[config.mk]
export PLATFORM = sky130hd
export DESIGN_NAME = mmc_dat_rx_wide
export DESIGN_NICKNAME = d
export VERILOG_FILES = /design/src/rtl/mmc_dat_rx_wide.sv
export SDC_FILE = /design/constraint.sdc
export NUM_CORES = 1
export LEC_CHECK = 0
export ABC_AREA = 1
export CORE_MARGIN = 2
export CORE_UTILIZATION = 35
export CTS_BUF_LIST = sky130_fd_sc_hd__clkbuf_4 sky130_fd_sc_hd__clkbuf_8
export DETAILED_ROUTE_END_ITERATION = 10
export PLACE_DENSITY = 0.5
export SLEW_MARGIN = 25
export SYNTH_ARGS = -nofsm -noshare
export SYNTH_HDL_FRONTEND = slang
export SYNTH_SLANG_ARGS = --single-unit
export TNS_END_PERCENT = 20
[constraint.sdc]
create_clock -name clk_i -period 3.61 [get_ports clk_i]
set_input_delay 0.5415 -clock clk_i [delete_from_list [all_inputs] [get_ports clk_i]]
set_output_delay 0.5415 -clock clk_i [all_outputs]
set_load 0.1 [all_outputs]
[src/rtl/mmc_dat_rx_wide.sv]
// DAT-line receive deserialiser for 1/4/8-bit MMC/SD buses: assembles bytes,
// checks per-lane CRC16, end bits and the start-bit timeout.
module mmc_dat_rx_wide #(
  parameter int unsigned LEN_W = 12,
  parameter int unsigned CNT_W = 8,
  parameter int unsigned TMO_W = 16
) (
  input  logic             clk_i,
  input  logic             rst_ni,
  input  logic             bitclk_i,
  input  logic             start_i,
  input  logic             abort_i,
  input  logic [7:0]       data_i,
  input  logic [1:0]       bus_width_i,
  input  logic [LEN_W-1:0] block_len_i,
  input  logic [CNT_W-1:0] block_cnt_i,
  input  logic [TMO_W-1:0] timeout_i,
  output logic             valid_o,
  output logic [7:0]       data_o,
  output logic             active_o,
  output logic             block_done_o,
  output logic             complete_o,
  output logic             crc_err_o,
  output logic             end_err_o,
  output logic             timeout_o
);

  typedef enum logic [2:0] {
    S_IDLE, S_WAIT_START, S_DATA, S_CRC, S_STOP, S_END
  } state_t;

  state_t             state;
  logic               bitclk_q;
  logic [1:0]         lmode;      // 0: 1 lane, 1: 4 lanes, 2: 8 lanes
  logic [LEN_W-1:0]   len_q;
  logic [CNT_W-1:0]   blk_cnt;
  logic [TMO_W-1:0]   tmo_q;
  logic [TMO_W-1:0]   tmo_cnt;
  logic [LEN_W+2:0]   beat_cnt;
  logic [2:0]         sub_cnt;
  logic [3:0]         crc_cnt;
  logic [6:0]         shreg;
  logic               crc_bad;
  logic [7:0][15:0]   crc_q;

  logic               cap;
  logic [7:0]         lane_mask;
  logic [LEN_W-1:0]   len_m1;
  logic [LEN_W+2:0]   beat_load;
  logic [7:0]         byte_next;
  logic               byte_done;
  logic [TMO_W-1:0]   tmo_inc;
  logic [7:0]         crc_msb;
  logic [7:0][15:0]   crc_upd;
  logic [7:0][15:0]   crc_sh;
  logic               crc_mis;
  logic               end_bad;

  assign cap      = bitclk_i & ~bitclk_q;
  assign active_o = (state != S_IDLE);
  assign tmo_inc  = tmo_cnt + 1'b1;
  // len-1 wraps to all ones for a zero field, which is exactly 2^LEN_W bytes
  assign len_m1   = len_q - 1'b1;

  always_comb begin
    lane_mask = 8'h01;
    beat_load = {len_m1, 3'b111};
    byte_next = {shreg, data_i[0]};
    byte_done = (sub_cnt == 3'd7);
    case (lmode)
      2'd1: begin
        lane_mask = 8'h0F;
        beat_load = {2'b00, len_m1, 1'b1};
        byte_next = {shreg[3:0], data_i[3:0]};
        byte_done = (sub_cnt == 3'd1);
      end
      2'd2: begin
        lane_mask = 8'hFF;
        beat_load = {3'b000, len_m1};
        byte_next = data_i;
        byte_done = 1'b1;
      end
      default: ;
    endcase
  end

  always_comb begin
    crc_upd = '0;
    crc_sh  = '0;
    crc_msb = '0;
    for (int unsigned k = 0; k < 8; k++) begin
      crc_msb[k] = crc_q[k][15];
      crc_sh[k]  = {crc_q[k][14:0], 1'b0};
      crc_upd[k] = crc_sh[k] ^ ({16{crc_q[k][15] ^ data_i[k]}} & 16'h1021);
    end
    crc_mis = |((data_i ^ crc_msb) & lane_mask);
    end_bad = |(~data_i & lane_mask);
  end

  always_ff @(posedge clk_i or negedge rst_ni) begin
    if (!rst_ni) begin
      state        <= S_IDLE;
      bitclk_q     <= 1'b0;
      lmode        <= '0;
      len_q        <= '0;
      blk_cnt      <= '0;
      tmo_q        <= '0;
      tmo_cnt      <= '0;
      beat_cnt     <= '0;
      sub_cnt      <= '0;
      crc_cnt      <= '0;
      shreg        <= '0;
      crc_bad      <= 1'b0;
      crc_q        <= '0;
      valid_o      <= 1'b0;
      data_o       <= '0;
      block_done_o <= 1'b0;
      complete_o   <= 1'b0;
      crc_err_o    <= 1'b0;
      end_err_o    <= 1'b0;
      timeout_o    <= 1'b0;
    end else begin
      bitclk_q     <= bitclk_i;
      valid_o      <= 1'b0;
      block_done_o <= 1'b0;
      complete_o   <= 1'b0;
      if (abort_i) begin
        state <= S_IDLE;
      end else begin
        unique case (state)
          S_IDLE: if (start_i) begin
            lmode     <= (bus_width_i == 2'd3) ? 2'd0 : bus_width_i;
            len_q     <= block_len_i;
            blk_cnt   <= block_cnt_i;
            tmo_q     <= timeout_i;
            tmo_cnt   <= '0;
            crc_err_o <= 1'b0;
            end_err_o <= 1'b0;
            timeout_o <= 1'b0;
            state     <= S_WAIT_START;
          end
          S_WAIT_START: begin
            crc_q   <= '0;
            crc_bad <= 1'b0;
            sub_cnt <= '0;
            if (cap) begin
              if (!data_i[0]) begin
                beat_cnt <= beat_load;
                state    <= S_DATA;
              end else if (tmo_inc >= tmo_q) begin
                timeout_o  <= 1'b1;
                complete_o <= 1'b1;
                state      <= S_END;
              end else begin
                tmo_cnt <= tmo_inc;
              end
            end
          end
          S_DATA: if (cap) begin
            shreg <= byte_next[6:0];
            crc_q <= crc_upd;
            if (byte_done) begin
              valid_o <= 1'b1;
              data_o  <= byte_next;
              sub_cnt <= '0;
            end else begin
              sub_cnt <= sub_cnt + 1'b1;
            end
            if (beat_cnt == '0) begin
              crc_cnt <= '0;
              state   <= S_CRC;
            end else begin
              beat_cnt <= beat_cnt - 1'b1;
            end
          end
          S_CRC: if (cap) begin
            crc_bad <= crc_bad | crc_mis;
            crc_q   <= crc_sh;
            crc_cnt <= crc_cnt + 1'b1;
            if (crc_cnt == 4'd15) state <= S_STOP;
          end
          S_STOP: if (cap) begin
            if (end_bad) end_err_o <= 1'b1;
            if (crc_bad) crc_err_o <= 1'b1;
            block_done_o <= 1'b1;
            if (blk_cnt == '0) begin
              complete_o <= 1'b1;
              state      <= S_END;
            end else begin
              blk_cnt <= blk_cnt - 1'b1;
              tmo_cnt <= '0;
              state   <= S_WAIT_START;
            end
          end
          S_END: state <= S_IDLE;
          default: state <= S_IDLE;
        endcase
      end
    end
  end

endmodule

Word level (Yosys, flattened, before mapping)

Cells that the tools add are included.

Add/sub/neg operators: 6
Order comparisons: 1
Eq/ne operators: 32
Muxes and demuxes: 70
Bitwise gates (word level): 24
Reduce and logical (&&, ||, !) cells: 27

Operators by type and width:

| cell                    | number |
|---|---|
| $pmux W128 S3           | 1 |
| $mux W128               | 2 |
| $xor A16 B13 Y16        | 8 |
| $mux W16                | 6 |
| $mux W15                | 4 |
| $pmux W15 S2            | 2 |
| $pmux W16 S3            | 1 |
| $pmux W8 S2             | 3 |
| $mux W3                 | 13 |
| $ne A2 B2 Y1 const B    | 14 |
| $mux W8                 | 3 |
| $mux W1                 | 22 |
| $ne A3 B3 Y1 const B    | 7 |
| $reduce_and A5 Y1       | 4 |
| $add A16 B1 Y16 const B | 1 |
| $and A8 B8 Y8           | 2 |
| $ge A16 B16 Y1          | 1 |
| $reduce_and A8 Y1       | 2 |
| $reduce_or A8 Y1        | 2 |
| $logic_not A15 Y1       | 1 |
| $pmux W3 S5             | 1 |
| $sub A15 B1 Y15 const B | 1 |
| $mux W4                 | 3 |
| $pmux W1 S2             | 6 |
| other kinds (27)        | 50 |

Register bits after elaboration: 230
Bits of input ports: 51

Logic depth before layout (Yosys ltp)

Gate-level depths: netlist (run 1).

Depth in word-level cells: 7
Gate-level depth with buffers: 20

Worst setup path before layout (run 1)

Ideal clock, no wire load.

Path kind: reg2reg
From: register tmo_cnt[0]
To: register tmo_cnt[10]
Data arrival time: 2.490 ns
Required time: 3.544 ns
Path slack: 1.054 ns
Stages on the path, launching flop included: 17
Clock period less this slack: 2.556 ns
Path through: dfrtp_1 -> nand3_1 -> inv_1 -> nand2_1 -> nor2_1 -> nand2_1 -> nand2_1 -> nand2_1 -> ha_1 -> a21oi_1 -> o21ai_0 -> a21oi_1 -> nand3_1 -> nand2_1 -> clkbuf_1 -> nand3_1 -> nand2_1

Longest elaborated chain between the ends: 5
Elaborated cells on any way between the ends: 8

Ends and longest elaborated chain:

| item                                                                   | RTL line | text |
|---|---|---|
| from (decl)                                                            | 38       | `logic [TMO_W-1:0] tmo_cnt;` |
| from (signal assigned)                                                 | 155      | `tmo_cnt <= tmo_inc;` |
| $add A16 B1 Y16 *                                                      | 61       | `assign tmo_inc = tmo_cnt + 1'b1;` |
| parallel branches: the longest is 4 deep, another holds $ge A16 B16 Y1 | -        |  |

Every way passes the cells marked *. The select of a mux whose other input is x is not followed.
A chain may end at the register's enable or synchronous reset.

Worst setup path in the final report (run 1)

From: register tmo_cnt[0]
To: register tmo_cnt[9]

Same word-level chain as after synthesis.

==> impl_metrics.py, run 1 <==
metrics = {
    "clocking": {
        "cts_tree": "done",
        "cts_buffer_depth": 3,
        "cts-buffers-inserted": 43,
        "cts-root-buf": "clkbuf_8",
        "cts_resized": 0,
        "insertion_delay_ps": 590,
        "cts_sinks": 230,
        "cts.clk_slew.worst_paths_ps": 60,
        "cts_max_level": 2,
    },
    "drt": {
        "antenna_left": 0,
        "vias": 9633,
        "dr.pass1.iters": 5,
        "initialDrtViolationCount": 622,
        "drt_wl_total_um": 28000,
        "drc": 0,
        "via_per_inst": 4.73,
        "wl_per_cell_um": 13.8,
    },
    "synth": {
        "ys_types": 43,
        "ys_seq_area_share_pct": 48.9,
        "synth_top_flop_cell": "dfrtp_1",
        "synthTopCellsByArea": "dfrtp_1 (49%), nand2_1 (8.2%), nand3_1 (7.4%), inv_1 (6.8%), o21ai_0 (6.6%)",
        "synth_enable_flop_cells": 0,
        "synth_top_area_share_pct": 48.9,
        "async_reset_ff_share_pct": 100,
        "syn_nets": 1566,
        "synth_seq_cells": 230,
        "synth_top_area_cell": "dfrtp_1",
        "avgSynthCellArea_um2": 7.89,
        "synth_cells": 1491,
        "ys_warn_count": 0,
        "synth_area_mm2": 0.0118,
    },
    "timing": {
        "post-route-min-period_ps": 3040,
        "post-route-period-util_pct": 84.2,
        "slew_violations": 0,
        "hold_viol_final": 0,
        "skew_ps": 25.8,
        "fmax_ghz": 0.329,
        "setup_violations": 0,
        "tightest_slew_ps": 1010,
        "rsz0062_at_grt": "no",
        "relSlewSlack_pct": 32.8,
        "fin_tns_setup_ps": 0,
    },
    "placement": {
        "dpl.hpwl_um": 18500,
        "place.gp.congestion": 0.829,
        "portBuffers": 65,
        "placedCellCount": 1962,
    },
    "finish": {
        "fillers": 3363,
        "drive_gt1_share_pct": 8.31,
        "ff_latch_area_mm2": 0.00576,
        "instances_no_fill": 2037,
        "multiInputGateArea_mm2": 0.00479,
        "syn2layout_area_growth_pct": 17.1,
        "antennaDiodeCount": 0,
        "layout.nets": 1635,
    },
    "power": {
        "p_comb_share_pct": 33.3,
        "clkPwrFrac_pct": 29.0,
        "power_density_mw_per_mm2": 684,
        "ir_drop_v": 0.000272,
        "seqPwrFrac_pct": 37.7,
        "p_sw_share_pct": 39.0,
        "leakage_nw": 6.42,
        "p_sw_mw": 3.67,
        "p_int_mw": 5.74,
    },
    "floorplanning": {
        "die_y_um": 187,
        "boundaryPins": 66,
        "die_w_um": 187,
        "rows": 67,
        "core_mm2": 0.0333,
        "die_area_mm2": 0.0351,
        "start_util_pct": 35.3,
    },
    "global_route": {
        "grt_pass1_vias": 9495,
        "grt_pass1_wl_um": 48100,
        "antenna_found_initial": 0,
        "grt_max_degree": 146,
        "grtUsageTotal_pct": 16.5,
        "overflow": 0,
    },
    "status": {
        "outcome": "finished clean",
    },
    "setup_path": {
        "arrival_ps": 3500,
        "reg2reg_slack_ps": 570,
        "critical_path_class": "reg -> reg",
        "critPathRequiredTime_ps": 4070,
        "startpoint_type": "register",
        "r2r-end": "tmo_cnt[9]",
        "reg2reg_from": "tmo_cnt[0]",
        "critical_path_peak_fanout": 16,
        "end_kind": "register",
        "reg2reg_depth": 16,
    },
    "worst_hold_path": {
        "min-delay-path-class": "reg -> reg",
        "min_path_cells": 2,
        "min_to": "data_o[2]",
        "min-delay-start": "data_o[2]",
    },
    "flow_run": {
        "max_cap_violations": 0,
    },
}
-- worst max-delay path, stage by stage, from the launching register on --
cell and delay, ps:
dfrtp_1 420, nand3_1 140, inv_1 90, nand2_1 110
nor2_1 280, nand2_1 90, nand2_1 80, nand2_1 80
ha_1 290, a21oi_1 140, o21ai_0 80, a21oi_1 300
nand3_1 160, nand2_1 300, nand2_4 210, nand2_1 100
nand2_1 50
-- cell usage after synthesis (2+ instances only) --
cell and number:
nand3b_1 2, xnor2_1 7, clkbuf_1 17, nor2_4 2, a21oi_1 87, xor2_1 18, nand2_1 256, nor4_1 2
nand3_1 173, nor2_1 157, inv_2 12, o21bai_1 2, nand2_2 5, ha_1 24, nand2_4 2, buf_6 10
o22ai_1 3, and2_1 2, o21ai_0 155, dfrtp_1 230, o21ai_1 21, or2_2 4, nand4_1 16, a31oi_1 3
nor3_1 12, buf_2 36, nor3_4 2, a22oi_1 3, clkinv_1 2, inv_1 213
-- worst max path at each step --
stage	startpoint	endpoint	cells after the start	slack [ps]
floorplan	tmo_cnt[0]	tmo_cnt[10]	16	1050
global placement	tmo_cnt[0]	tmo_cnt[15]	16	590
detailed placement	tmo_cnt[0]	tmo_cnt[11]	16	560
CTS	tmo_cnt[0]	tmo_cnt[1]	16	540
global route	tmo_cnt[3]	tmo_cnt[1]	16	150
finish	tmo_cnt[0]	tmo_cnt[9]	16	570
-- power by group through the flow --
stage	registers, mW	logic (mW)	clock network, mW
final	3.55	3.14	2.73
after global routing	3.63	3.61	2.94
after CTS	3.55	3.18	2.83
after detailed placement	3.59	3.17	0
after global placement	3.58	3.13	0
after floorplan	3.61	2.28	0
-- cell families (layout without fill, tap and decap cells) --
kind of cell	Yosys count	after routing	synth area share, %
AND/OR/NAND/NOR	639	639	23.8
buffers and inverters	291	389	10.3
AO/OA/AOI/OAI	282	282	12.5
flip-flops	230	230	48.9
XOR/XNOR	25	25	1.86
adder cells (fa/ha/maj)	24	24	2.55
-- sequential cells by signal, summed over array words and instances (netlist names), 2 cells and up --
signal / count
beat_cnt: 15
blk_cnt: 8
crc_cnt: 4
crc_msb: 8
crc_q: 120
data_o: 8
len_q: 12
lmode: 2
shreg: 7
state: 3
sub_cnt: 3
tmo_cnt: 16
tmo_q: 16
-- metrics by stage --
| stage | total power, mW | setup WS [ps] | instance area (um2) | hold slack [ps] | utilization (%) |
|---|---|---|---|---|---|
| global placement | 6.71 | 591 | 12800 | 461 | 38.6 |
| detailed placement | 6.75 | 558 | 12800 | 462 | 38.6 |
| floorplan | 5.90 | 1050 | 11800 | 246 | - |
| CTS | 9.56 | 539 | 13800 | 467 | 41.4 |
| finish | 9.42 | 570 | 13800 | 474 | 41.4 |
| global route | 10.2 | 153 | 13800 | 466 | 41.4 |
-- layout by cell type, fill, tap and decap left out, types with 3 or more instances in the layout --
| cell | n |
|---|---|
| a21oi_1 | 87 |
| a22oi_1 | 3 |
| a31oi_1 | 3 |
| buf_12 | 5 |
| buf_4 | 18 |
| clkbuf_4 | 11 |
| clkbuf_8 | 53 |
| clkdlybuf4s50_1 | 63 |
| clkinv_2 | 7 |
| dfrtp_1 | 230 |
| ha_1 | 24 |
| inv_1 | 213 |
| inv_2 | 11 |
| nand2_1 | 256 |
| nand2_2 | 5 |
| nand3_1 | 173 |
| nand4_1 | 16 |
| nor2_1 | 157 |
| nor3_1 | 12 |
| o21ai_0 | 155 |
| o21ai_1 | 21 |
| o22ai_1 | 3 |
| or2_2 | 4 |
| xnor2_1 | 7 |
| xor2_1 | 18 |
-- area by class of cell --
cell class	instances	share of cell area [%]
multi-input cells	970	34.8
clock inverters	10	0.772
clock buffers	64	5.90
inverters	227	6.20
flip-flops and latches	230	41.8
repair buffers	88	6.47
well taps	448	4.07
-- layer usage --
layer | up-vias | GRT usage, % | wire [um]
met2 | 160 | 25.5 | 12400
li1 | 4936 | - | -
met5 | - | 0 | 0
met1 | 4488 | 23.0 | 13700
met4 | 0 | 5.77 | 683
met3 | 49 | 3.62 | 1240
-- timing repair --
action / CTS / global route
hold buffers: 1 / 0
buffers inserted: 0 / 0
hold endpoints to repair: 26 / 0
No activity file was read; power rests on OpenSTA's default activity.
==> run 2, diff against run 1 <==
--- a/config.mk
+++ b/config.mk
@@ -10,7 +10,7 @@
 export CORE_UTILIZATION = 35
 export CTS_BUF_LIST = sky130_fd_sc_hd__clkbuf_4 sky130_fd_sc_hd__clkbuf_8
 export DETAILED_ROUTE_END_ITERATION = 10
-export PLACE_DENSITY = 0.5
+export PLACE_DENSITY = 0.52
 export SLEW_MARGIN = 25
 export SYNTH_ARGS = -nofsm -noshare
 export SYNTH_HDL_FRONTEND = slang
==> constraint.sdc (replaced) <==
create_clock -name clk_i -period 2.68 [get_ports clk_i]
set_input_delay 0.402 -clock clk_i [delete_from_list [all_inputs] [get_ports clk_i]]
set_output_delay 0.402 -clock clk_i [all_outputs]
set_load 0.1 [all_outputs]
==> impl_metrics.py, run 2 (synthesis results as in run 1) <==
metrics = {
    "status": {
        "outcome": "finished clean",
    },
    "global_route": {
        "grt_pass1_wl_um": 48400,
        "grt_pass1_vias": 9570,
        "grtUsageTotal_pct": 16.6,
        "grt_max_degree": 74,
        "antenna_found_initial": 0,
        "overflow": 0,
    },
    "timing": {
        "fmax_ghz": 0.391,
        "slew_violations": 0,
        "hold_viol_final": 0,
        "setup_violations": 0,
        "worst_slack_ps": 121,
        "relSlewSlack_pct": 53.8,
        "post-route-period-util_pct": 95.5,
        "fin_tns_setup_ps": 0,
        "skew_ps": 20.1,
        "post-route-min-period_ps": 2560,
        "holdWs_ps": 314,
        "tightest_slew_ps": 693,
    },
    "finish": {
        "layout_common_cells": "nand2_1 (230), dfrtp_1 (227), inv_1 (210), nand3_1 (158), nor2_1 (154)",
        "layout.nets": 1677,
        "syn2layout_area_growth_pct": 22.0,
        "largest_register_ffs": 120,
        "drive_gt1_share_pct": 15.2,
        "layout_commonest_cell": "nand2_1",
        "design_area_mm2": 0.0143,
        "antennaDiodeCount": 0,
        "top_regs": "crc_q x120, tmo_cnt x16, tmo_q x16",
        "top_register": "crc_q",
    },
    "clocking": {
        "cts-root-buf": "clkbuf_8",
        "cts_tree": "done",
        "cts_sinks": 230,
        "cts_buffer_depth": 3,
        "insertion_delay_ps": 560,
        "cts_max_level": 2,
        "cts.clk_slew.worst_paths_ps": 60,
        "cts-buffers-inserted": 42,
    },
    "setup_path": {
        "cpPeakStageDelay_ps": 440,
        "cp_num_buf_inv": 4,
        "critPathTopFamily": "simple AND/OR/NAND/NOR gates",
        "critical_path_peak_fanout": 5,
        "startpoint_type": "register",
        "arrival_ps": 3010,
        "critical_path_class": "reg -> reg",
        "critPathRequiredTime_ps": 3130,
        "slowest_stage": "dfrtp_2",
        "crit_chain": "ha_4 -> nand2_2 -> inv_2 -> nand2_2 -> inv_2 -> nand3_1 -> xor2_2 -> inv_1 -> ha_1 -> nand2_2 -> nor4_4 -> nand2_4 -> nand3_4 -> nand2_8 -> clkbuf_16 -> nand3_2 -> nand2_1",
        "crit_path_frequent_cell": "nand2_2",
        "end_kind": "register",
    },
    "drt": {
        "initialDrtViolationCount": 466,
        "vias": 9917,
        "dr.pass1.iters": 5,
        "drt_wl_total_um": 28600,
        "antenna_left": 0,
        "via_per_inst": 4.78,
        "wl_per_cell_um": 13.8,
        "drc": 0,
    },
    "floorplanning": {
        "die_w_um": 187,
        "boundaryPins": 66,
        "die_y_um": 187,
        "die_area_mm2": 0.0351,
        "core_mm2": 0.0333,
        "start_util_pct": 35.3,
        "rows": 67,
    },
    "placement": {
        "place.gp.congestion": 0.817,
        "pre_cts_slack_ps": -85.6,
        "portBuffers": 65,
        "dpl-instance-area_mm2": 0.0131,
        "dpl.hpwl_um": 19400,
    },
    "power": {
        "p_sw_mw": 5.05,
        "ir_drop_v": 0.000281,
        "p_int_mw": 7.63,
        "leakage_nw": 6.66,
        "clkPwrFrac_pct": 25.5,
        "p_comb_share_pct": 36.9,
        "p_sw_share_pct": 39.8,
        "seqPwrFrac_pct": 37.6,
        "power_density_mw_per_mm2": 884,
    },
    "flow_run": {
        "max_cap_violations": 0,
    },
    "worst_hold_path": {
        "min-delay-path-class": "in -> reg",
    },
}
==> run 2: changes by cell type in the layout (fill, tap and decap cells not counted), sizes merged <==
cell / change
buf: +55
bufinv: -2
clkbuf: -3
clkdlybuf4s50: -14
clkinv: -1
clkinvlp: -1
inv: +2
nand2: +1
==> run 2: power by group through the flow <==
stage                     Clock [mW]  Combinational, mW  Sequential (mW)
after detailed placement           0               4.44             4.80
after global placement             0               4.40             4.80
final                           3.23               4.68             4.76
after global routing            3.58               5.31             4.87
after floorplan                    0               3.07             4.87
after CTS                       3.39               4.47             4.75
==> run 2: layer usage <==
metal,share of wire (%),global-route usage (%),vias up
li1,-,-,5024
met1,49,23.2,4702
met2,45,26.2,144
met3,3.8,3.13,47
met4,1.9,4.91,0
met5,0,0,-
==> run 2: per-stage QoR <==
stage	cells	util [%]	power, mW
2_1_floorplan	1491	-	7.94
3_3_place_gp	2000	39.5	9.19
3_5_place_dp	2000	39.5	9.25
4_1_cts	2069	41.9	12.6
5_1_grt	2074	43.1	13.8
6_report	2074	43.1	12.7
==> run 2: worst reg2reg max path: cells and delay by family (launching register included) <==
kind | cells | cell delay (ps)
AND/OR/NAND/NOR | 10 | 1030
adder cells (fa/ha/maj) | 2 | 470
flip-flops | 1 | 440
buffers and inverters | 4 | 330
XOR/XNOR | 1 | 200
==> run 2: repair_timing <==
| action | CTS | global route |
|---|---|---|
| pin swaps | 0 | 29 |
| hold buffers | 1 | 0 |
| buffers inserted | 0 | 3 |
| endpoints found under the hold margin | 68 | 0 |
| resized for setup | 2 | 81 |
| endpoints found under the setup margin | 16 | 21 |
| cloned | 0 | 2 |
==> run 2: area by class of cell <==
type	instances	area [um2]
Timing Repair Buffer	130	1250
Clock inverter	8	47.5
Inverter	227	852
Sequential cell	230	5760
Fill cell	3381	18900
Multi-Input combinational cell	971	5130
Tap cell	448	561
Clock buffer	60	744
==> run 2: path summary, 6_finish.rpt <==
path / slack, ps / startpoint / depth (start not counted) / to
min in group asynchronous: 390 / rst_ni / 2 / tmo_q[6]
max reg2reg: 120 / tmo_cnt[1] / 17 / tmo_cnt[14]
min: 310 / bitclk_i / 1 / bitclk_q
min reg2reg: 480 / data_o[4] / 2 / data_o[4]
max: 120 / tmo_cnt[1] / 17 / tmo_cnt[14]
max in group asynchronous: 1450 / rst_ni / 3 / shreg[2]
==> run 3, diff against run 2 <==
--- a/config.mk
+++ b/config.mk
@@ -10,7 +10,7 @@
 export CORE_UTILIZATION = 35
 export CTS_BUF_LIST = sky130_fd_sc_hd__clkbuf_4 sky130_fd_sc_hd__clkbuf_8
 export DETAILED_ROUTE_END_ITERATION = 10
-export PLACE_DENSITY = 0.52
+export PLACE_DENSITY_LB_ADDON = 0.05
 export SLEW_MARGIN = 25
 export SYNTH_ARGS = -nofsm -noshare
 export SYNTH_HDL_FRONTEND = slang
==> impl_metrics.py, run 3 (synthesis results as in run 1) <==
metrics = {
    "status": {
        "outcome": "finished clean",
    },
    "timing": {
        "hold_viol_final": 0,
        "tightest_slew_ps": 508,
        "skew_ps": 36.6,
        "holdWs_ps": 330,
        "post-route-period-util_pct": 95.7,
        "slew_violations": 0,
        "post-route-min-period_ps": 2560,
        "setup_violations": 0,
        "fmax_ghz": 0.390,
        "relSlewSlack_pct": 66.0,
        "worst_slack_ps": 116,
        "fin_tns_setup_ps": 0,
    },
    "clocking": {
        "cts_sinks": 230,
        "cts_buffer_depth": 3,
        "cts-root-buf": "clkbuf_8",
        "cts.clk_slew.worst_paths_ps": 60,
        "cts-buffers-inserted": 43,
        "cts_max_level": 2,
        "cts_tree": "done",
        "insertion_delay_ps": 580,
    },
    "setup_path": {
        "crit_chain": "ha_4 -> nand2_1 -> inv_1 -> nand2_1 -> inv_2 -> nand3_2 -> xor2_2 -> inv_2 -> ha_4 -> nand2_2 -> nor4_4 -> nand2_2 -> nand3_4 -> nand2_8 -> clkbuf_16 -> nand3_1 -> nand2_1",
        "critPathRequiredTime_ps": 3120,
        "cpPeakStageDelay_ps": 410,
        "startpoint_type": "register",
        "critical_path_class": "reg -> reg",
        "slowest_stage": "dfrtp_1",
        "arrival_ps": 3000,
        "crit_path_frequent_cell": "nand2_1",
        "end_kind": "register",
        "critical_path_peak_fanout": 5,
    },
    "finish": {
        "fillers": 3442,
        "ff_latch_area_mm2": 0.00576,
        "design_area_mm2": 0.0143,
        "layout.nets": 1677,
        "layout_commonest_cell": "nand2_1",
        "antennaDiodeCount": 0,
        "top_register": "crc_q",
        "syn2layout_area_growth_pct": 21.2,
        "drive_gt1_share_pct": 13.4,
        "largest_register_ffs": 120,
        "instances_no_fill": 2080,
        "multiInputGateArea_mm2": 0.00498,
        "layout_common_cells": "nand2_1 (247), dfrtp_1 (229), inv_1 (210), nand3_1 (168), nor2_1 (153)",
        "top_regs": "crc_q x120, tmo_cnt x16, tmo_q x16",
    },
    "floorplanning": {
        "boundaryPins": 66,
        "core_mm2": 0.0333,
        "die_area_mm2": 0.0351,
        "die_w_um": 187,
        "rows": 67,
        "start_util_pct": 35.3,
        "die_y_um": 187,
    },
    "drt": {
        "dr.pass1.iters": 5,
        "via_per_inst": 4.69,
        "drc": 0,
        "drt_wl_total_um": 29500,
        "antenna_left": 0,
        "initialDrtViolationCount": 520,
        "vias": 9752,
        "wl_per_cell_um": 14.2,
    },
    "power": {
        "leakage_nw": 6.69,
        "ir_drop_v": 0.000330,
        "power_density_mw_per_mm2": 911,
    },
    "global_route": {
        "grtUsageTotal_pct": 17.1,
        "antenna_found_initial": 0,
        "grt_pass1_vias": 9662,
        "overflow": 0,
        "grt_max_degree": 106,
        "grt_pass1_wl_um": 49400,
    },
    "placement": {
        "pre_cts_slack_ps": -41.5,
        "portBuffers": 65,
        "dpl.hpwl_um": 19500,
        "place.gp.congestion": 0.847,
        "placedCellCount": 2000,
        "dpl-instance-area_mm2": 0.0131,
    },
    "worst_hold_path": {
        "min-delay-path-class": "in -> async",
    },
    "flow_run": {
        "max_cap_violations": 0,
    },
}
==> run 3: worst paths after layout <==
kind | startpoint | slack (ps) | end | depth (start not counted)
max in group asynchronous | rst_ni | 1590 | blk_cnt[3] | 3
setup / recovery | tmo_cnt[1] | 120 | tmo_cnt[10] | 17
hold / removal | rst_ni | 330 | crc_q[5] | 2
min in group clk_i | bitclk_i | 380 | bitclk_q | 1
hold reg to reg | data_o[4] | 480 | data_o[4] | 2
setup reg to reg | tmo_cnt[1] | 120 | tmo_cnt[10] | 17
==> run 3: layer usage <==
metal	part of all wire, %	GRT usage [%]
met4	2.4	5.10
met3	3.8	3.21
met5	0	0
met1	49	23.9
met2	44	27.0
==> run 3: through the flow <==
stage | power, mW | utilization, %
after floorplan | 7.94 | -
after global placement | 9.25 | 39.4
after detailed placement | 9.29 | 39.4
after CTS | 13.0 | 42.1
after global routing | 14.0 | 42.8
final | 13.0 | 42.8
==> run 3: cell type report <==
type	instances	area share, %
Sequential cell	230	40.4
Multi-Input combinational cell	971	34.9
Timing Repair Buffer	129	8.54
Inverter	227	5.99
Clock buffer	67	5.72
Tap cell	448	3.93
Clock inverter	8	0.509
==> run 3: worst max-delay path: cells and delay by family (launching register included) <==
kind | cells | cell delay, ps
XOR/XNOR | 1 | 230
adder cells (fa/ha/maj) | 2 | 450
buffers and inverters | 4 | 380
flip-flops | 1 | 410
AND/OR/NAND/NOR | 10 | 970
==> run 3: what timing repair did <==
item / in CTS / in global routing
setup endpoints to repair: 16 / 21
endpoints found under the hold margin: 39 / 0
resized for setup: 2 / 46
pin swaps: 0 / 12
hold buffers: 1 / 0
buffers inserted: 0 / 2
gates cloned: 0 / 2
==> run 3: power breakdown <==
group / internal, mW / leakage, nW / switching [mW]
combinational: 1.59 / 3.21 / 3.04
sequential: 4.26 / 3.00 / 0.526
clock: 2.03 / 0.480 / 1.55
total: 7.88 / 6.69 / 5.11
